--- config.mk ---
export PLATFORM = sky130hd
export DESIGN_NAME = wb_reg_slave_flat
export DESIGN_NICKNAME = d
export VERILOG_FILES = /design/src/rtl/wb_reg_slave_pkg.sv /design/src/rtl/wb_reg_slave_if.sv /design/src/rtl/wb_irq_ctrl.sv /design/src/rtl/wb_reg_slave.sv /design/src/flat_wrapper.sv
export SDC_FILE = /design/constraint.sdc
export NUM_CORES = 1
export LEC_CHECK = 0
export CAP_MARGIN = 20
export CORE_ASPECT_RATIO = 0.7
export CORE_UTILIZATION = 45
export DETAILED_ROUTE_END_ITERATION = 8
export DONT_BUFFER_PORTS = 1
export GPL_TIMING_DRIVEN = 0
export PLACE_DENSITY_LB_ADDON = 0.05
export SLEW_MARGIN = 20
export SYNTH_ARGS = -nofsm -noshare
export SYNTH_HDL_FRONTEND = slang
export SYNTH_SLANG_ARGS = --single-unit
export TNS_END_PERCENT = 30
--- constraint.sdc ---
create_clock -name wb_clk_i -period 13.9 [get_ports wb_clk_i]
set_input_delay 1.39 -clock wb_clk_i [delete_from_list [all_inputs] [get_ports wb_clk_i]]
set_output_delay 1.39 -clock wb_clk_i [all_outputs]
set_load 0.005 [all_outputs]
--- src/rtl/wb_reg_slave_pkg.sv ---
// Shared register map, identification constant and bus FSM state encoding
// for the Wishbone register slave.
package wb_reg_pkg;

    // Byte offsets of the fixed registers; the GP bank starts at GP_BASE_ADR.
    localparam logic [7:0] CTRL_ADR     = 8'h00;
    localparam logic [7:0] INT_SRC_ADR  = 8'h04;
    localparam logic [7:0] INT_MASK_ADR = 8'h08;
    localparam logic [7:0] ID_ADR       = 8'h0C;
    localparam logic [7:0] GP_BASE_ADR  = 8'h10;

    localparam logic [31:0] ID_VALUE = 32'h57B0_0001;

    typedef enum logic [1:0] {
        IDLE = 2'd0,
        WAIT = 2'd1,
        ACK  = 2'd2
    } wb_state_e;

endpackage

--- src/rtl/wb_reg_slave_if.sv ---
// Wishbone classic bus bundle: 8-bit byte address, 32-bit data.
interface wb_reg_slave_if;

    logic [7:0]  adr;
    logic [31:0] wdat;
    logic [31:0] rdat;
    logic        we;
    logic        stb;
    logic        cyc;
    logic        ack;

    modport master (
        output adr, wdat, we, stb, cyc,
        input  rdat, ack
    );

    modport slave (
        input  adr, wdat, we, stb, cyc,
        output rdat, ack
    );

endinterface

--- src/rtl/wb_irq_ctrl.sv ---
// Interrupt source/mask storage with write-one-to-clear sources (a new event
// beats a clear on the same edge) and a registered, enable-gated level output.
module wb_irq_ctrl #(
    parameter int NUM_IRQ = 8
) (
    input  logic               wb_clk_i,
    input  logic               wb_rst_i,
    input  logic               src_we,
    input  logic               mask_we,
    input  logic [NUM_IRQ-1:0] wdat,
    input  logic [NUM_IRQ-1:0] irq_src,
    input  logic               ie,
    output logic [31:0]        src_rd,
    output logic [31:0]        mask_rd,
    output logic               int_o
);
    import wb_reg_pkg::*;

    logic [NUM_IRQ-1:0] src_q;
    logic [NUM_IRQ-1:0] mask_q;
    logic [NUM_IRQ-1:0] clr_bits;
    logic               int_q;

    assign clr_bits = src_we ? wdat : '0;

    // Sources: clear the written ones, then OR in this edge's events so set wins.
    always_ff @(posedge wb_clk_i or posedge wb_rst_i) begin
        if (wb_rst_i) begin
            src_q <= '0;
        end else begin
            src_q <= (src_q & ~clr_bits) | irq_src;
        end
    end

    // Mask is plain storage.
    always_ff @(posedge wb_clk_i or posedge wb_rst_i) begin
        if (wb_rst_i) begin
            mask_q <= '0;
        end else if (mask_we) begin
            mask_q <= wdat;
        end
    end

    // Output level follows register state one edge late.
    always_ff @(posedge wb_clk_i or posedge wb_rst_i) begin
        if (wb_rst_i) begin
            int_q <= 1'b0;
        end else begin
            int_q <= ie & (|(src_q & mask_q));
        end
    end

    // Zero-extend the implemented bits to the bus width.
    always_comb begin
        src_rd                = '0;
        mask_rd               = '0;
        src_rd[NUM_IRQ-1:0]   = src_q;
        mask_rd[NUM_IRQ-1:0]  = mask_q;
    end

    assign int_o = int_q;

endmodule

--- src/rtl/wb_reg_slave.sv ---
// Wishbone classic-cycle register slave: CTRL, interrupt source/mask, ID and a
// bank of general-purpose registers, with a programmable number of wait states
// before the single-cycle acknowledge.
//
// state | meaning
// IDLE  | waiting for cyc & stb; request fields latched when seen
// WAIT  | counting wait states; request drop aborts without ack or write
// ACK   | ack high for one cycle with registered read data; back to IDLE
module wb_reg_slave #(
    parameter int NUM_GP      = 4,
    parameter int WAIT_STATES = 0,
    parameter int NUM_IRQ     = 8
) (
    input  logic               wb_clk_i,
    input  logic               wb_rst_i,
    wb_reg_slave_if.slave      bus,
    input  logic [NUM_IRQ-1:0] irq_src_i,
    output logic               wb_int_o
);
    import wb_reg_pkg::*;

    localparam logic [1:0] ST_IDLE = IDLE;
    localparam logic [1:0] ST_WAIT = WAIT;
    localparam logic [1:0] ST_ACK  = ACK;

    localparam logic [5:0] CTRL_W     = CTRL_ADR[7:2];
    localparam logic [5:0] INT_SRC_W  = INT_SRC_ADR[7:2];
    localparam logic [5:0] INT_MASK_W = INT_MASK_ADR[7:2];
    localparam logic [5:0] ID_W       = ID_ADR[7:2];
    localparam logic [5:0] GP_W       = GP_BASE_ADR[7:2];

    localparam logic [3:0] WAIT_INIT = (WAIT_STATES == 0) ? 4'd0 : 4'(WAIT_STATES - 1);

    logic [1:0]  state_q;
    logic [3:0]  wait_cnt_q;
    logic [5:0]  lat_adr_q;
    logic        lat_we_q;
    logic [31:0] lat_dat_q;
    logic [31:0] rdat_q;
    logic [31:0] ctrl_q;
    logic [31:0] gp_q [NUM_GP];

    logic        req;
    logic        go_ack;
    logic        from_idle;
    logic [5:0]  acc_adr;
    logic        acc_we;
    logic [31:0] acc_dat;
    logic        wr_en;
    logic        hit_ctrl;
    logic        hit_src;
    logic        hit_mask;
    logic        hit_id;
    logic        gp_hit;
    logic [6:0]  gp_off;
    logic [31:0] rd_mux;
    logic [31:0] src_rd;
    logic [31:0] mask_rd;
    logic        unused_adr_lo;

    assign req           = bus.cyc & bus.stb;
    assign from_idle     = (state_q == ST_IDLE);
    assign unused_adr_lo = ^bus.adr[1:0];

    // With zero wait states the ACK entry happens on the sampling edge itself,
    // so the access fields come straight from the bus instead of the latches.
    always_comb begin
        go_ack = 1'b0;
        if (state_q == ST_IDLE) begin
            go_ack = req && (WAIT_STATES == 0);
        end else if (state_q == ST_WAIT) begin
            go_ack = req && (wait_cnt_q == 4'd0);
        end
    end

    assign acc_adr = from_idle ? bus.adr[7:2] : lat_adr_q;
    assign acc_we  = from_idle ? bus.we       : lat_we_q;
    assign acc_dat = from_idle ? bus.wdat     : lat_dat_q;
    assign wr_en   = go_ack & acc_we;

    assign hit_ctrl = (acc_adr == CTRL_W);
    assign hit_src  = (acc_adr == INT_SRC_W);
    assign hit_mask = (acc_adr == INT_MASK_W);
    assign hit_id   = (acc_adr == ID_W);
    assign gp_off   = {1'b0, acc_adr} - {1'b0, GP_W};
    assign gp_hit   = (acc_adr >= GP_W) && (gp_off < 7'(NUM_GP));

    // Read selection; unmapped words read as zero.
    always_comb begin
        rd_mux = '0;
        if (hit_ctrl) begin
            rd_mux = ctrl_q;
        end else if (hit_src) begin
            rd_mux = src_rd;
        end else if (hit_mask) begin
            rd_mux = mask_rd;
        end else if (hit_id) begin
            rd_mux = ID_VALUE;
        end else if (gp_hit) begin
            for (int n = 0; n < NUM_GP; n++) begin
                if (gp_off == 7'(n)) begin
                    rd_mux = gp_q[n];
                end
            end
        end
    end

    // Bus FSM, wait counter and request latches.
    always_ff @(posedge wb_clk_i or posedge wb_rst_i) begin
        if (wb_rst_i) begin
            state_q    <= ST_IDLE;
            wait_cnt_q <= 4'd0;
            lat_adr_q  <= '0;
            lat_we_q   <= 1'b0;
            lat_dat_q  <= '0;
        end else begin
            case (state_q)
                ST_IDLE: begin
                    if (req) begin
                        lat_adr_q  <= bus.adr[7:2];
                        lat_we_q   <= bus.we;
                        lat_dat_q  <= bus.wdat;
                        wait_cnt_q <= WAIT_INIT;
                        if (WAIT_STATES == 0) begin
                            state_q <= ST_ACK;
                        end else begin
                            state_q <= ST_WAIT;
                        end
                    end
                end
                ST_WAIT: begin
                    if (!req) begin
                        state_q    <= ST_IDLE;
                        wait_cnt_q <= 4'd0;
                    end else if (wait_cnt_q == 4'd0) begin
                        state_q <= ST_ACK;
                    end else begin
                        wait_cnt_q <= wait_cnt_q - 4'd1;
                    end
                end
                ST_ACK: begin
                    state_q <= ST_IDLE;
                end
                default: begin
                    state_q <= ST_IDLE;
                end
            endcase
        end
    end

    // Read data is captured on ACK entry and forced to zero otherwise.
    always_ff @(posedge wb_clk_i or posedge wb_rst_i) begin
        if (wb_rst_i) begin
            rdat_q <= '0;
        end else begin
            rdat_q <= go_ack ? rd_mux : '0;
        end
    end

    // CTRL register; bit 0 enables the interrupt output.
    always_ff @(posedge wb_clk_i or posedge wb_rst_i) begin
        if (wb_rst_i) begin
            ctrl_q <= '0;
        end else if (wr_en && hit_ctrl) begin
            ctrl_q <= acc_dat;
        end
    end

    // General-purpose register bank.
    always_ff @(posedge wb_clk_i or posedge wb_rst_i) begin
        if (wb_rst_i) begin
            for (int n = 0; n < NUM_GP; n++) begin
                gp_q[n] <= '0;
            end
        end else begin
            for (int n = 0; n < NUM_GP; n++) begin
                if (wr_en && gp_hit && (gp_off == 7'(n))) begin
                    gp_q[n] <= acc_dat;
                end
            end
        end
    end

    wb_irq_ctrl #(
        .NUM_IRQ (NUM_IRQ)
    ) u_irq (
        .wb_clk_i (wb_clk_i),
        .wb_rst_i (wb_rst_i),
        .src_we   (wr_en & hit_src),
        .mask_we  (wr_en & hit_mask),
        .wdat     (acc_dat[NUM_IRQ-1:0]),
        .irq_src  (irq_src_i),
        .ie       (ctrl_q[0]),
        .src_rd   (src_rd),
        .mask_rd  (mask_rd),
        .int_o    (wb_int_o)
    );

    assign bus.ack  = (state_q == ST_ACK);
    assign bus.rdat = rdat_q;

endmodule

--- src/flat_wrapper.sv ---
// flat-port wrapper written by rule: the top's interface ports become plain ports
module wb_reg_slave_flat import wb_reg_pkg::*;
#(
    parameter int NUM_GP      = 4,
    parameter int WAIT_STATES = 0,
    parameter int NUM_IRQ     = 8
)
  (wb_clk_i, wb_rst_i, irq_src_i, wb_int_o, bus_adr, bus_wdat, bus_we, bus_stb, bus_cyc, bus_rdat, bus_ack);
  wb_reg_slave_if bus_i ();
  input  logic wb_clk_i;
  input  logic wb_rst_i;
  input  logic [NUM_IRQ-1:0] irq_src_i;
  output logic wb_int_o;
  input wire logic [$bits(bus_i.adr)-1:0] bus_adr;
  input wire logic [$bits(bus_i.wdat)-1:0] bus_wdat;
  input wire logic [$bits(bus_i.we)-1:0] bus_we;
  input wire logic [$bits(bus_i.stb)-1:0] bus_stb;
  input wire logic [$bits(bus_i.cyc)-1:0] bus_cyc;
  output wire logic [$bits(bus_i.rdat)-1:0] bus_rdat;
  output wire logic [$bits(bus_i.ack)-1:0] bus_ack;
  assign bus_i.adr = bus_adr;
  assign bus_i.wdat = bus_wdat;
  assign bus_i.we = bus_we;
  assign bus_i.stb = bus_stb;
  assign bus_i.cyc = bus_cyc;
  assign bus_rdat = bus_i.rdat;
  assign bus_ack = bus_i.ack;
  wb_reg_slave #(.NUM_GP(NUM_GP), .WAIT_STATES(WAIT_STATES), .NUM_IRQ(NUM_IRQ)) u_core (.wb_clk_i(wb_clk_i), .wb_rst_i(wb_rst_i), .bus(bus_i), .irq_src_i(irq_src_i), .wb_int_o(wb_int_o));
endmodule
==> summary.txt <==
Clocking
  – Resized cells post-CTS: 0
  – H-tree depth: 1
  – Clock insertion delay at the later pin of the skew report: 0.52 ns
  – Clk pin slew, worst setup/hold paths: 0.06 ns
  – CTS sink count: 248
  – Buffer count from post-CTS setup fixing: 0
  – Root Buffer: clkbuf_16
  – CTS tree: yes
  – # hold bufs at CTS: 0
  – CTS Buf Count: 25
  – Clk buf depth: 3

Timing
  – Tmin final: 5.050 ns
  – RSZ-0062 raised after global routing: false
  – Fmax: 0.1980 GHz
  – Slew Limit Fails: 0
  – Final setup fails: 0
  – Skew final: 0.007071 ns
  – Relative slew slack: 31.49%
  – Hold Violations, Final: 0
  – Final Cycle Share: 36.33%
  – Setup TNS: 0 ns
  – Worst-Margin Slew: 0.9990 ns

Finish
  – Diode count: 0
  – Nets: 1073
  – Commonest non-fill, non-tap cell in the layout: dfrtp_1
  – Synth-to-layout area growth: 11.38%
  – Share of cells above drive strength 1: 21.46%
  – Fin util: 51.77%
  – FILL cells: 2161
  – Multi-input logic area: 4607 sq um
  – Storage element area: 6206 sq um
  – Most frequent cells in the layout: 248 x dfrtp_1, 181 x nand2_1, 122 x mux2_2, 67 x o21ai_0, 54 x clkbuf_1

Hold path
  – Worst Hold Path Cells: 2
  – Hold Path Sink: u_core.lat_dat_q[1]$_DFFE_PP0P_
  – Min-delay src: u_core.lat_dat_q[1]$_DFFE_PP0P_
  – Worst Hold Class: reg -> reg

Worst setup path
  – R2R Setup Slk: 8.85 ns
  – Crit path max fanout: 10
  – R2R Path End: u_core.bus.rdat[31]$_DFF_PP0_
  – CP endpoint kind: flip-flop
  – Crit Path Class: reg -> reg
  – FF-to-FF path depth: 13
  – Critical Path Source Type: flip-flop
  – WP data required: 14.26 ns
  – Worst EP arrival: 5.41 ns
  – Reg-to-Reg Start: u_core.state_q[1]$_DFFE_PP0P_

GRT
  – Total Routing Usage GR: 24.66%
  – Initial antenna violation count: 0
  – GR Util met3: 5.585%
  – Vias in the first global route: 7650
  – M2 GR Usage: 32.48%
  – Grt ovf: 0
  – M1 GR Usage: 40.65%
  – Gr busiest metal: met1
  – Largest net degree at the start of global routing: 97
  – First-pass GRT wire length: 47360 microns

Logic synthesis
  – Synth Flop Type: dfrtp_1
  – Post-synth ARST share: 100.0%
  – Mean post-synth cell area: 11.27 sq um
  – Post-synth cell types: 56
  – Synth Register Bits: 248
  – Mapped Cells: 987
  – Yosys warnings: 0
  – Post-synth EDFFs: 0
  – Seq/Total Area, Yosys: 55.79%
  – Synth Cell Area: 11120 sq um
  – Syn nets: 1043

Floorplan
  – Chip height: 133.5 microns
  – Ports: 87
  – Std-Cell Rows: 47
  – Die Area: 25360 sq um
  – Core area: 23930 sq um
  – Die W: 189.9 microns
  – Initial Utilization: 46.48%

Detailed routing
  – Vias: 7668
  – First-pass detailed-route iteration total: 5
  – Via/cell ratio: 5.688
  – Post-DR wirelength/cell: 22.38 microns
  – Initial drt markers: 561
  – Antenna-violating nets left: 0
  – Final WL: 30170 microns
  – Residual DRC: 0

Place
  – Buffers on Ports: 0
  – Final GP Congestion: 0.8271
  – DPL Wire Length: 20960 microns

Power
  – IR drop worst, VDD: 0.1062 mV
  – PwrDens: 127.6 nW/um^2
  – Leak: 5.719 nW

Run status
  – Status: finished, final reports clean

Run
  – Max Cap Viol: 0
critical path, stage by stage (launching register included):
cell and delay (ns):
dfrtp_1 0.37, buf_4 0.18, buf_4 0.20, buf_2 0.29, buf_1 0.70, mux2i_1 0.42
ha_1 0.33, nand2_1 0.10, o32ai_1 0.84, and4_1 0.28, buf_2 0.29, buf_2 0.34
a221oi_1 0.13, nor3_1 0.42
flip-flops by register name, summed over array words and instances, names as in the netlist:
register             count
u_core.gp_q            128
u_core.u_irq.src_q       8
u_core.lat_dat_q        32
u_core.lat_adr_q         6
u_core.state_q           1
u_core.bus.rdat         32
u_core.u_irq.int_o       1
u_core.ctrl_q           32
u_core.u_irq.mask_q      8
layout make-up:
type                       count  area share, %
timing repair buffer           3         0.5049
sequential                   248          50.09
inverter                       8         0.3029
clock inverter                 3         0.5251
buffer                        68          2.454
clock buffer                  37          5.736
multi-input combinational    663          37.18
tap                          318          3.211
cell families (layout without fill, tap and decap cells):
family                     after synthesis  count (layout)  share of synthesized area (%)
DFF                                    248             248                          55.79
and+or+nand+nor                        276             276                          11.18
muxes                                  167             167                          17.51
AOI/OAI and AO/OA                      215             215                          11.96
xor gates and xnor gates                 2               2                         0.2250
buffers and inverters                   76             119                          3.003
adders and majority gates                3               3                         0.3375
worst max-delay path by stage:
| stage | startpoint | endpoint | slack, ns | depth (start not counted) |
|---|---|---|---|---|
| 6_report | u_core.state_q[1]$_DFFE_PP0P_ | u_core.bus.rdat[31]$_DFF_PP0_ | 8.85 | 13 |
| 5_1_grt | u_core.state_q[1]$_DFFE_PP0P_ | u_core.bus.rdat[31]$_DFF_PP0_ | 8.50 | 13 |
| 4_1_cts | u_core.state_q[1]$_DFFE_PP0P_ | u_core.bus.rdat[31]$_DFF_PP0_ | 8.85 | 13 |
| 3_5_place_dp | u_core.state_q[1]$_DFFE_PP0P_ | u_core.bus.rdat[31]$_DFF_PP0_ | 8.86 | 13 |
| 3_3_place_gp | wb_rst_i | u_core.lat_dat_q[21]$_DFFE_PP0P_ | 2.67 | 1 |
| 2_1_floorplan | wb_rst_i | u_core.bus.rdat[0]$_DFF_PP0_ | 5.70 | 1 |
power breakdown:
| group | internal [mW] | total, mW | switching, mW |
|---|---|---|---|
| logic | 0.0478 | 0.146 | 0.0982 |
| registers | 0.757 | 0.777 | 0.0200 |
| clock network | 0.386 | 0.659 | 0.272 |
layer usage:
layer  wire length [microns]  vias to the layer above  share of wire, %
met2                   11900                      206                39
met3                    2024                       31               6.7
met5                       0                        -                 0
met4                     419                        0               1.4
li1                        -                     3552                 -
met1                   15820                     3879                52
synth_stat cells, drive strengths merged, types with 4 or more instances:
cell | instances | area share [%]
a211oi | 5 | 0.34
a21boi | 4 | 0.27
a21oi | 49 | 2.2
a221oi | 4 | 0.31
a22oi | 20 | 1.3
a31oi | 5 | 0.28
and2 | 11 | 0.62
buf | 22 | 1.2
clkbuf | 46 | 1.6
dfrtp | 248 | 56
inv | 8 | 0.27
mux2 | 146 | 16
mux2i | 21 | 1.9
nand2 | 181 | 6.1
nand2b | 11 | 0.62
nand3 | 5 | 0.38
nor2 | 28 | 0.94
nor3 | 10 | 0.45
nor4 | 4 | 0.34
o211ai | 12 | 0.81
o21ai | 68 | 3.1
o221ai | 7 | 0.55
o22ai | 18 | 1.0
o2bb2ai | 7 | 0.55
o31ai | 8 | 0.54
or2 | 10 | 0.56
metrics by stage:
step	instances	worst slack, ns	instance area (sq um)	hold slack, ns	power, mW
floorplan	987	5.695	11120	0.4401	0.8850
global placement	1305	2.673	11520	0.4518	0.9311
detailed placement	1308	8.862	11610	0.4566	0.9360
CTS	1348	8.850	12390	0.4721	1.597
global route	1348	8.500	12390	0.4923	1.648
finish	1348	8.850	12390	0.4709	1.582
(Power assumes the default switching activity.)
